==> config.mk <==
export PLATFORM = sky130hd
export DESIGN_NAME = reg_to_obi_master
export DESIGN_NICKNAME = d
export VERILOG_FILES = /design/src/rtl/reg_pkg.sv /design/src/rtl/sap_pkg.sv /design/src/rtl/reg_to_obi_master.sv
export SDC_FILE = /design/constraint.sdc
export NUM_CORES = 1
export LEC_CHECK = 0
export CAP_MARGIN = 20
export CORE_ASPECT_RATIO = 1.5
export CORE_MARGIN = 3
export CORE_UTILIZATION = 67
export DETAILED_ROUTE_END_ITERATION = 10
export DONT_BUFFER_PORTS = 1
export GPL_ROUTABILITY_DRIVEN = 1
export PLACE_DENSITY = 0.83
export SYNTH_ARGS = -nofsm -noshare
export SYNTH_HDL_FRONTEND = slang
export SYNTH_SLANG_ARGS = --single-unit
==> constraint.sdc <==
create_clock -name clk_i -period 8.6 [get_ports clk_i]
set_input_delay 1.29 -clock clk_i [delete_from_list [all_inputs] [get_ports clk_i]]
set_output_delay 1.29 -clock clk_i [all_outputs]
set_load 0.05 [all_outputs]
==> src/rtl/reg_pkg.sv <==
// Register-interface request/response types shared by register-bus initiators and targets.
package reg_pkg;

  typedef struct packed {
    logic        valid;
    logic        write;
    logic [31:0] addr;
    logic [31:0] wdata;
    logic [3:0]  wstrb;
  } reg_req_t;

  typedef struct packed {
    logic        ready;
    logic [31:0] rdata;
    logic        error;
  } reg_rsp_t;

endpackage

==> src/rtl/sap_pkg.sv <==
// System-level OBI types and defaults used by the crossbar-facing bridges.
package sap_pkg;

  localparam int unsigned DEFAULT_REG2OBI_TIMEOUT = 256;

  typedef struct packed {
    logic        req;
    logic        we;
    logic [3:0]  be;
    logic [31:0] addr;
    logic [31:0] wdata;
  } obi_req_t;

  typedef struct packed {
    logic        gnt;
    logic        rvalid;
    logic [31:0] rdata;
  } obi_resp_t;

endpackage

==> src/rtl/reg_to_obi_master.sv <==
// Register-bus to OBI master bridge: one OBI transaction per register access, with a
// cycle budget that forces an error reply and then drains the orphaned OBI transaction.
module reg_to_obi_master
  import sap_pkg::*;
#(
  parameter int unsigned TIMEOUT_CYCLES = DEFAULT_REG2OBI_TIMEOUT
) (
  input  logic              clk_i,
  input  logic              rst_i,
  input  reg_pkg::reg_req_t reg_req_i,
  output reg_pkg::reg_rsp_t reg_rsp_o,
  output obi_req_t          obi_req_o,
  input  obi_resp_t         obi_resp_i
);

  localparam int unsigned CntW = (TIMEOUT_CYCLES > 0) ? $clog2(TIMEOUT_CYCLES + 1) : 1;
  localparam logic [CntW-1:0] CntLast = (TIMEOUT_CYCLES > 0) ? CntW'(TIMEOUT_CYCLES - 1) : '0;

  typedef enum logic [2:0] {
    StIdle,
    StAddr,
    StData,
    StReply,
    StToAddr,
    StToData,
    StDrainAddr,
    StDrainData
  } state_e;

  state_e            r_state;
  logic [CntW-1:0]   r_cnt;
  obi_req_t          r_obi;
  reg_pkg::reg_rsp_t r_rsp;
  logic              w_expired;

  // Saturating compare: a grant on the last budget cycle leaves the data phase already spent,
  // so the following cycle without rvalid still times out.
  assign w_expired = (TIMEOUT_CYCLES != 0) && (r_cnt >= CntLast);

  always_ff @(posedge clk_i or posedge rst_i) begin
    if (rst_i) begin
      r_state <= StIdle;
      r_cnt   <= '0;
      r_obi   <= '0;
      r_rsp   <= '0;
    end else begin
      r_rsp <= '0;
      case (r_state)
        StIdle: begin
          if (reg_req_i.valid) begin
            r_obi.req   <= 1'b1;
            r_obi.we    <= reg_req_i.write;
            r_obi.be    <= reg_req_i.write ? reg_req_i.wstrb : 4'hF;
            r_obi.addr  <= reg_req_i.addr;
            r_obi.wdata <= reg_req_i.wdata;
            r_cnt       <= '0;
            r_state     <= StAddr;
          end
        end
        StAddr: begin
          r_cnt <= r_cnt + 1'b1;
          if (obi_resp_i.gnt) begin
            r_obi.req <= 1'b0;
            r_state   <= StData;
          end else if (w_expired) begin
            r_rsp.ready <= 1'b1;
            r_rsp.error <= 1'b1;
            r_state     <= StToAddr;
          end
        end
        StData: begin
          r_cnt <= r_cnt + 1'b1;
          if (obi_resp_i.rvalid) begin
            r_rsp.ready <= 1'b1;
            r_rsp.rdata <= r_obi.we ? 32'h0 : obi_resp_i.rdata;
            r_rsp.error <= 1'b0;
            r_state     <= StReply;
          end else if (w_expired) begin
            r_rsp.ready <= 1'b1;
            r_rsp.error <= 1'b1;
            r_state     <= StToData;
          end
        end
        StReply: begin
          r_state <= StIdle;
        end
        // Request must stay up until granted, even though the register side has been answered.
        StToAddr: begin
          if (obi_resp_i.gnt) begin
            r_obi.req <= 1'b0;
            r_state   <= StDrainData;
          end else begin
            r_state <= StDrainAddr;
          end
        end
        StToData: begin
          r_state <= obi_resp_i.rvalid ? StIdle : StDrainData;
        end
        StDrainAddr: begin
          if (obi_resp_i.gnt) begin
            r_obi.req <= 1'b0;
            r_state   <= StDrainData;
          end
        end
        StDrainData: begin
          if (obi_resp_i.rvalid) begin
            r_state <= StIdle;
          end
        end
        default: begin
          r_state <= StIdle;
        end
      endcase
    end
  end

  assign obi_req_o = r_obi;
  assign reg_rsp_o = r_rsp;

endmodule

==> results of run 1 <==
-- cells by family after synthesis --
group	Yosys count
XOR/XNOR	4
buffers and inverters	31
adder cells (fa/ha/maj)	2
flip-flops	116
multiplexers	65
AO/OA/AOI/OAI	36
AND/OR/NAND/NOR	82
-- cell usage in the layout, fill, tap and decap left out, types with 2 or more instances in the layout --
| cell | Yosys | layout |
|---|---|---|
| a21o_1 | 3 | 3 |
| a21oi_1 | 8 | 8 |
| a21oi_2 | 2 | 2 |
| a31oi_1 | 4 | 4 |
| and2_1 | 33 | 33 |
| buf_4 | 0 | 3 |
| bufinv_16 | 0 | 3 |
| clkbuf_1 | 8 | 2 |
| clkbuf_16 | 0 | 16 |
| clkbuf_8 | 0 | 5 |
| clkinv_2 | 0 | 4 |
| clkinvlp_4 | 0 | 2 |
| dfrtp_1 | 116 | 116 |
| ha_1 | 2 | 2 |
| inv_1 | 12 | 11 |
| mux2_1 | 5 | 5 |
| mux2_2 | 60 | 60 |
| nand2_1 | 8 | 8 |
| nand2b_1 | 4 | 4 |
| nand3_1 | 2 | 2 |
| nand4_1 | 2 | 2 |
| nor2_1 | 13 | 13 |
| nor3_1 | 8 | 8 |
| o211ai_1 | 3 | 3 |
| o21ai_0 | 8 | 8 |
| o21bai_1 | 2 | 2 |
| or3b_2 | 2 | 2 |
| xnor2_1 | 3 | 3 |
-- power by group through the flow --
| stage | Combinational, mW | Sequential (mW) | Clock, mW |
|---|---|---|---|
| floorplan | 0.367 | 1.49 | 0 |
| global placement | 0.356 | 1.58 | 0 |
| detailed placement | 0.377 | 1.59 | 0 |
| CTS | 0.385 | 1.58 | 0.709 |
| global route | 0.421 | 1.60 | 0.735 |
| finish | 0.378 | 1.57 | 0.696 |
-- registers in the layout, indices dropped and copies added (netlist names) --
signal and flops:
obi_req_o 70, r_state 3, r_cnt 9, reg_rsp_o 34
-- how the worst max path moves through the flow --
stage                                    from                        end  slack, ns
floorplan                               rst_i   obi_req_o[0]$_DFFE_PP0P_       4.24
global placement                reg_req_i[69]  obi_req_o[39]$_DFFE_PP0P_       5.83
detailed placement              reg_req_i[69]  obi_req_o[41]$_DFFE_PP0P_       5.81
CTS                 obi_req_o[68]$_DFFE_PP0P_              obi_req_o[68]       6.09
global route        obi_req_o[68]$_DFFE_PP0P_              obi_req_o[68]       6.07
finish              obi_req_o[10]$_DFFE_PP0P_              obi_req_o[10]       6.12
-- layout make-up --
type | instances | area share
clock buffers | 23 | 0.0919
clock inverters | 9 | 0.0241
inverters | 12 | 0.00917
multi-input cells | 189 | 0.292
flip-flops and latches | 116 | 0.560
well taps | 76 | 0.0183
repair buffers | 3 | 0.00434
-- per-layer routing --
layer | vias to the layer above | wire length [um] | GRT usage
li1 | 1156 | - | -
met1 | 1254 | 3040 | 0.248
met2 | 163 | 4980 | 0.423
met3 | 15 | 1250 | 0.137
met4 | 0 | 181 | 0.120
met5 | - | 0 | 0
-- metrics by stage --
| step | total power [mW] | cell area [um2] |
|---|---|---|
| floorplan | 1.85 | 4540 |
| global placement | 1.93 | 4580 |
| detailed placement | 1.96 | 4580 |
| CTS | 2.68 | 5180 |
| global route | 2.76 | 5180 |
| finish | 2.65 | 5180 |
==> run metrics, run 1 <==
Syn Inst Count=336; Port-buffer cells=0; CORE AREA=~6500 um2; GP Congestion=roughly 0.76; Critical Path Fanout Max=2; total CTS buffers=17; Synth Area in XOR/XNOR=0.00772; Combinational Power Share=0.143; Setup TNS=0 ns; Setup Crit Path Kind=reg2out; combinational family with the most area after synthesis=multiplexers; Vias/cell=6.05; Critical Path AT=1.19 ns; later-pin clock latency in the skew report=0.50 ns; Clk pwr share=0.263; total congestion overflow=0; initial antenna violation count=0; share of post-route cells with drive strength above 1=0.290; I/O Pins=210; Die H=107 um; synthesized-area fraction occupied by adder cells=0.00551; post-layout worst setup margin=6.12 ns; wire length per cell=roughly 22 um; yosys warns=0; CTS tree=yes; R2R Path End=obi_req_o[41]$_DFFE_PP0P_; f_max=403 MHz; Hold WS=0.524 ns; clock skew=0.00583 ns; dpl hpwl=6490 um; cell-internal power=1.42 mW; Post-Syn Nets=around 440; Root Driver=clkbuf_8; min Tclk post-route=approximately 2.5 ns; Worst-Margin Slew=around 0.9 ns; Max Cap Violations=0; fillers=between 300 and 400; worst min path class=reg2reg; PD cells=around 510 nW/um2; Multi-input gate area=1520 um2; CP Capture Type=output pin; ranking of synthesized cells by area=dfrtp_1, mux2_2, and2_1; net switching fraction of the power=0.463; dpl cells=between 300 and 400; reg-to-reg startpoint=r_state[1]$_DFFE_PP0P_; dpl ws=5.81 ns; DR pass1 iterations=4; final worst-path cycle share=0.288; Worst Hold Depth=2; largest net degree at the start of global routing=80; Synth cell types=40; DRC=0; sw power=1.23 mW; max-slew violations=0; Diodes inserted=0; Hold Path Origin=r_cnt[8]$_DFFE_PP0P_; post-synthesis mux area share=0.161; Slew headroom=0.384; Die Area=roughly 8000 um2; setup violators final=0; WL final=9440 um; Synth Register Bits=116; Avg Inst Size Synth=13.5 um2; Flop pwr share=0.595; Post-Syn Area=4540 um2; Post-CTS Resized=0; post-synthesis async set-or-reset flop share=1.00; CTS H-tree depth=4; Yosys top cell by area=dfrtp_1; Final #Nets=447; vias in the first global route=approximately 2,700; Post-Synth Simple-Gate Area=0.104; initial core utilization=0.695; die width=73.2 um; first-pass GRT wire length=14,100 um; post-synth top area share=0.639; Critical Path Stages=0; EDFF count, synth=0; commonest cells in the netlist=dfrtp_1, mux2_2, and2_1; cell with the most instances after synthesis=dfrtp_1; FF/Latch Area=2900 um2; total track usage=0.253; deepest clock path buffer count=2; via count=around 2,600; initial DRC count=85; fin util=0.794; post-route ant nets=0; P_leak=2.34 nW; hold path endpoint=r_cnt[8]$_DFFE_PP0P_; CTS clk-pin slew, worst paths=0.05 ns; final count of hold timing violations=0; Peak VDD IR=256 uV; Finished Layout Cells=428; Post-CTS Repair Setup Buffers=0; CTS Sinks=116; top_reg_cell synth=dfrtp_1; status=finished clean; reg2reg setup slack=6.33 ns; hold_buf cts=0; sequential-to-total area share from yosys stat=0.639; Reg2Reg Depth=3; FP Rows=36; RSZ-0062 raised after global routing=false; Synth-to-Final Area Change=14.2%; Startpoint Class=flip-flop; critical path required time=roughly 7.3 ns; post-synthesis compound-gate area fraction=0.0518
Note: power is estimated with default switching activity, not from simulation.
==> inputs of run 2 (changes only) <==
ABC_AREA = 1   (was default)
CORE_UTILIZATION = 62   (was 67)
PLACE_DENSITY = 0.78   (was 0.83)
clock period = 2.4 ns   (was 8.6 ns; I/O delays follow)
==> run 2 against run 1 <==
  * Cell count up 68%
  * Sequential cell count is the same
  * Synthesized cell count rose by 50%
  * Non-clock buffer count rose by 103
  * Clock-buffer cell count stayed put
  * Critical path depth rose by 7
  * Via count is 54% higher
  * Setup slack worse by 5.5 ns
  * Clock power rose to 3.9 times the previous value
  * Sequential power grew to 3.4 times the previous value
  * Design area is 21% higher
  * Die area up 7.5%
  * Critical path type is now reg2reg
==> run metrics, run 2 <==
clock skew=0.0104 ns; Final #Nets=719; post-route ant nets=0; CTS tree=yes; Setup Crit Path Kind=reg2reg; via count=3,975; Flop pwr share=0.545; PD cells=1580 nW/um2; RSZ-0062 raised after global routing=false; Avg Inst Size Synth=9.02 um2; critical-path cell list=nor2_2, nand2_2, nor2_8, inv_2, buf_4, nand2_1, nand2_1; total track usage=0.360; critical path required time=2.78 ns; sequential-to-total area share from yosys stat=0.640; WL final=14,600 um; Largest register FFs=70; min Tclk post-route=between 1.5 and 2 ns; total congestion overflow=0; commonest cells after routing, fill and taps aside=nand2_1, dfrtp_1, dlygate4sd3_1; die width=75.9 um; top_reg_cell synth=dfrtp_1; CP Capture Type=flip-flop; net switching fraction of the power=0.491; hold_buf cts=99; Post-CTS Resized=0; deepest clock path buffer count=2; initial core utilization=0.649; post-synthesis mux area share=0; Final Cell Area=roughly 6200 um2; CORE AREA=about 7000 um2; Synth Area in XOR/XNOR=0.00579; share of post-route cells with drive strength above 1=0.0705; Peak VDD IR=about 1000 uV; dpl hpwl=7110 um; initial antenna violation count=0; Clk pwr share=0.274; final count of hold timing violations=0; f_max=547 MHz; EDFF count, synth=0; fillers=265; Critical Path Max Stage Delay=0.43 ns; post-synthesis async set-or-reset flop share=1.00; post-synthesis compound-gate area fraction=0.0223; Post-CTS Repair Setup Buffers=0; Diodes inserted=0; Post-Syn Nets=611; Critical Path Fanout Max=65; commonest cells in the netlist=nand2_1, dfrtp_1, inv_1; Critical Path AT=2.21 ns; GP Congestion=0.875; critical path's slowest cell=dfrtp_1; most common cell after layout, fill and taps aside=nand2_1; DRC=0; Root Driver=clkbuf_8; ranking of synthesized cells by area=dfrtp_1, nand2_1, inv_1; max-slew violations=0; Synth Register Bits=~120; total CTS buffers=17; Multi-input gate area=1310 um2; Die Area=8400 um2; Slew headroom=0.501; Synth-to-Final Area Change=37.7%; Vias/cell=5.51; final worst-path cycle share=0.761; cell-internal power=5.04 mW; Startpoint Class=flip-flop; Port-buffer cells=0; Synth cell types=22; sw power=4.86 mW; P_leak=3.36 nW; Yosys top cell by area=dfrtp_1; largest net degree at the start of global routing=66; Most Frequent Cell on Critical Path=nand2_1; I/O Pins=between 200 and 250; worst min path class=in2reg; Max Cap Violations=0; DR pass1 iterations=6; Worst-Margin Slew=between 0.7 and 0.8 ns; combinational family with the most area after synthesis=simple AND/OR/NAND/NOR gates; Syn Inst Count=503; yosys warns=0; Post-Synth Simple-Gate Area=0.256; vias in the first global route=4,265; CTS Sinks=roughly 120; setup violators final=0; post-synth top area share=0.640; FF/Latch Area=2900 um2; status=finished clean; DP Area=between 4000 and 5000 um2; CTS clk-pin slew, worst paths=0.06 ns; FP Rows=37; cell with the most instances after synthesis=nand2_1; synthesized-area fraction occupied by adder cells=0.00551; wire length per cell=20.3 um; first-pass GRT wire length=22,000 um; Die H=approximately 110 um; Setup TNS=0 ns; Combinational Power Share=0.181; initial DRC count=~260; later-pin clock latency in the skew report=0.53 ns; CTS H-tree depth=4; Post-Syn Area=4540 um2
==> run 2: cell count changes in the layout (fill, tap and decap cells not counted), sizes merged, moves of 7 or more <==
| cell | delta |
|---|---|
| dlygate4sd3 | +100 |
| inv | +41 |
| and2 | -33 |
| nand3 | +15 |
| mux2 | -65 |
| nor3 | -7 |
| a21oi | -10 |
| nor2 | +29 |
| nand2 | +224 |
==> run 2: cell type report <==
cell class	count	share of cell area
Clock buffer	23	0.0779
Clock inverter	9	0.0236
Inverter	54	0.0330
Multi-Input combinational cell	316	0.210
Sequential cell	116	0.465
Tap cell	97	0.0194
Timing Repair Buffer	106	0.171
==> run 2: per-stage QoR <==
step | hold WS, ns | utilization | setup WS, ns | total power, mW | cells
2_1_floorplan | 0.466 | - | 0.627 | 6.42 | 503
3_3_place_gp | 0.387 | 0.660 | 0.760 | 6.72 | 589
3_5_place_dp | 0.391 | 0.660 | 0.695 | 6.82 | 589
4_1_cts | 0.00255 | 0.892 | 0.642 | 9.62 | 720
5_1_grt | 0.0139 | 0.894 | 0.438 | 10.3 | 721
6_report | 0.0407 | 0.894 | 0.573 | 9.90 | 721
==> run 2: path summary, 6_finish.rpt <==
check                                        from                        end  slack [ns]  cells after the start
setup reg to reg           r_state[0]$_DFFE_PP0P_  obi_req_o[21]$_DFFE_PP0P_        0.57                      7
hold / removal                     obi_resp_i[33]  obi_req_o[69]$_DFFE_PP0P_        0.04                      3
min in group asynchronous                   rst_i       r_cnt[6]$_DFFE_PP0P_        0.48                      2
max in group asynchronous                   rst_i  obi_req_o[44]$_DFFE_PP0P_        1.27                      3
setup / recovery           r_state[0]$_DFFE_PP0P_  obi_req_o[21]$_DFFE_PP0P_        0.57                      7
hold reg to reg              r_cnt[0]$_DFFE_PP0P_       r_cnt[0]$_DFFE_PP0P_        0.53                      1
==> run 2: metal layers <==
metal | vias up | global-route usage | part of all wire | wire [um]
li1 | 1722 | - | - | -
met1 | 1905 | 0.361 | 0.32 | 4720
met2 | 290 | 0.600 | 0.52 | 7530
met3 | 58 | 0.159 | 0.11 | 1590
met4 | 0 | 0.187 | 0.052 | 763
met5 | - | 0 | 0 | 0
==> run 2: worst max-delay path: cells and delay by family, from the launching register on <==
kind,cells,cell delay (ns)
simple gates,5,0.87
flops,1,0.43
buf+inv,2,0.38
==> run 2: cells by family after synthesis <==
kind of cell	after synthesis
xor gates and xnor gates	3
DFF	116
and+or+nand+nor	294
adders and majority gates	2
AOI/OAI and AO/OA	17
buffers and inverters	71
==> run 2: power by group through the flow <==
stage | registers [mW] | logic, mW | clock network, mW
after floorplan | 5.16 | 1.26 | 0
after global placement | 5.33 | 1.38 | 0
final | 5.39 | 1.79 | 2.71
after detailed placement | 5.34 | 1.48 | 0
after CTS | 5.31 | 1.64 | 2.67
after global routing | 5.46 | 2.03 | 2.82
==> inputs of run 3 (changes only) <==
ABC_AREA = 0   (was 1)
clock period = 1.7 ns   (was 2.4 ns; I/O delays follow)
==> run 3 against run 2 <==
  * Synthesized cell count shrank 33%
  * Area after synthesis barely moved
  * The flow now stops in clock tree synthesis
==> run metrics, run 3 <==
status=stopped before the end; Last stage=clock tree synthesis; Error Message=[ERROR RSZ-0060] Max buffer count reached.; Yosys top cell by area=dfrtp_1; Syn Inst Count=336; Post-Syn Area=4540 um2; top_reg_cell synth=dfrtp_1; ranking of synthesized cells by area=dfrtp_1, mux2_2, and2_1; post-synthesis async set-or-reset flop share=1.00; commonest cells in the netlist=dfrtp_1, mux2_2, and2_1; post-synth top area share=0.639; hold_buf cts=101; deepest clock path buffer count=2; Port-buffer cells=0; Synth cell types=40; I/O Pins=210; CTS H-tree depth=4; initial core utilization=0.649; DP Area=between 4000 and 5000 um2; EDFF count, synth=0; total CTS buffers=17; FP Rows=37; Die H=111 um; GP Congestion=0.894; Post-CTS Resized=5; cell with the most instances after synthesis=dfrtp_1; Post-Syn Nets=444; Root Driver=clkbuf_8; Synth Register Bits=116; yosys warns=0; die width=75.9 um; sequential-to-total area share from yosys stat=0.639; Post-CTS Repair Setup Buffers=2; dpl hpwl=between 7000 and 8000 um; CTS Sinks=between 100 and 150; Avg Inst Size Synth=approximately 14 um2
-- run 3: cell count changes after synthesis, moves of 15 or more --
cell and change:
and2_1 +33, inv_1 -41, mux2_2 +60, nand2_1 -223, nand3_1 -15, nor2_1 -26
-- run 3: cells by family after synthesis --
family / share of synthesized area
simple gates: 0.104
xor+xnor: 0.00772
compound gates: 0.0518
flops: 0.639
buf+inv: 0.0300
fa+ha+maj: 0.00551
mux: 0.161
-- run 3: stage by stage --
stage	setup WS (ns)	instances	setup TNS, ns
3_3_place_gp	-0.00747	439	-0.125
3_5_place_dp	-0.0445	439	-1.11
2_1_floorplan	0.0282	336	0
==> inputs of run 4 (changes only) <==
CORE_ASPECT_RATIO = default   (was 1.5)
CORE_UTILIZATION = 40   (was 62)
PLACE_DENSITY = default   (was 0.78)
PLACE_DENSITY_LB_ADDON = 0.15   (was default)
==> run 4 against run 3 <==
  * The run now ends clean
==> run metrics, run 4 (synthesized netlist as in run 1, its figures left out) <==
I/O Pins=210; GP Congestion=0.802; initial core utilization=0.413; later-pin clock latency in the skew report=0.40 ns; critical path's slowest cell=or4_4; max-slew violations=0; P_leak=3.10 nW; critical path required time=2.03 ns; clock skew=0.0105 ns; Slew headroom=0.578; CTS Sinks=roughly 120; largest net degree at the start of global routing=68; share of post-route cells with drive strength above 1=0.325; total congestion overflow=0; CTS H-tree depth=4; Critical Path Max Stage Delay=0.54 ns; Reg2Reg Depth=5; R2R Path End=r_cnt[6]$_DFFE_PP0P_; CTS clk-pin slew, worst paths=0.06 ns; Diodes inserted=0; worst min path class=in2reg; DR pass1 iterations=4; dpl hpwl=around 7000 um; f_max=596 MHz; Vias/cell=4.93; CTS tree=yes; hold path endpoint=obi_req_o[68]$_DFFE_PP0P_; Max Cap Violations=0; commonest cells after routing, fill and taps aside=dfrtp_1, dlygate4sd3_1, buf_4; initial DRC count=167; Synth-to-Final Area Change=50.6%; Critical Path Fanout Max=3; Worst-Margin Slew=around 0.63 ns; vias in the first global route=around 3,300; critical-path cell list=ha_2, inv_1, or4_4, or3_4, a21oi_2; Hold Path Origin=reg_req_i[68]; Largest register FFs=70; CORE AREA=roughly 11,000 um2; PD cells=around 2100 nW/um2; wire length per cell=18.0 um; min Tclk post-route=1.68 ns; Setup Crit Path Kind=reg2reg; Critical Path AT=2.00 ns; Die H=113 um; first-pass GRT wire length=17,400 um; Final #Nets=around 600; Setup TNS=0 ns; CP Capture Type=flip-flop; final worst-path cycle share=0.986; FP Rows=38; Startpoint Class=flip-flop; via count=3,165; post-route ant nets=0; reg-to-reg startpoint=r_cnt[0]$_DFFE_PP0P_; deepest clock path buffer count=2; most common cell after layout, fill and taps aside=dfrtp_1; WL final=11,600 um; Port-buffer cells=0; initial antenna violation count=0; RSZ-0062 raised after global routing=true; final count of hold timing violations=0; Peak VDD IR=1460 uV; fillers=805; total track usage=0.176; reg2reg setup slack=0.02 ns; DRC=0; status=finished clean; Die Area=between 10,000 and 15,000 um2; Power, Total=14.4 mW; die width=113 um; setup violators final=0; Root Driver=clkbuf_16; Worst Hold Depth=1; total CTS buffers=17
[run 4: critical path, delay by kind of cell (launching register included)]
kind | cells | cell delay (ns)
AND/OR/NAND/NOR | 2 | 0.88
flip-flops | 1 | 0.36
adder cells (fa/ha/maj) | 1 | 0.19
AO/OA/AOI/OAI | 1 | 0.13
buffers and inverters | 1 | 0.05
[run 4: final cells by class]
cell class              instances  area, um2  share of cell area
inverters                      12       48.8             0.00714
repair buffers                153       1500               0.219
flip-flops and latches        116       2910               0.425
clock buffers                  18        439              0.0642
well taps                     140        175              0.0256
multi-input cells             189       1670               0.244
clock inverters                14        105              0.0154
[run 4: report_power, final]
part | switching, mW | internal (mW)
Combinational | 1.24 | 2.15
Clock | 1.31 | 1.91
Sequential | 4.07 | 3.71
Total | 6.62 | 7.77
[run 4: what timing repair did]
| action | in CTS | in global routing |
|---|---|---|
| setup buffers | 2 | 8 |
| pin swaps | 1 | 3 |
| hold buffers | 99 | 3 |
| endpoints found under the hold margin | 214 | 3 |
| gates resized for setup | 6 | 49 |
| endpoints found under the setup margin | 70 | 64 |
| gates cloned | 0 | 2 |
[run 4: stage by stage]
step                utilization  hold WS (ns)  setup WS (ns)  cell area [um2]  instances
floorplan                     -         0.351         0.0282             4540        336
global placement          0.453         0.257        -0.0792             4970        496
detailed placement        0.453         0.262         -0.113             4970        496
CTS                       0.595      -0.00346        -0.0210             6540        629
global route              0.623       0.00631        -0.0530             6840        642
finish                    0.623        0.0231         0.0234             6840        642
[run 4: per-layer routing]
metal  track usage  up-vias  routed length (um)
met2         0.293      149                5730
met5             0        -                   0
met1         0.201     1536                4690
li1              -     1468                   -
met3        0.0809       12                1010
met4        0.0577        0                 146
[run 4: worst max path at each step]
stage                                     end                    from
floorplan            obi_req_o[0]$_DFFE_PP0P_                   rst_i
global placement    obi_req_o[60]$_DFFE_PP0P_  r_state[0]$_DFFE_PP0P_
detailed placement  obi_req_o[40]$_DFFE_PP0P_  r_state[0]$_DFFE_PP0P_
CTS                 obi_req_o[43]$_DFFE_PP0P_  r_state[2]$_DFFE_PP0P_
global route           r_state[1]$_DFFE_PP0P_  r_state[2]$_DFFE_PP0P_
finish                   r_cnt[6]$_DFFE_PP0P_    r_cnt[0]$_DFFE_PP0P_
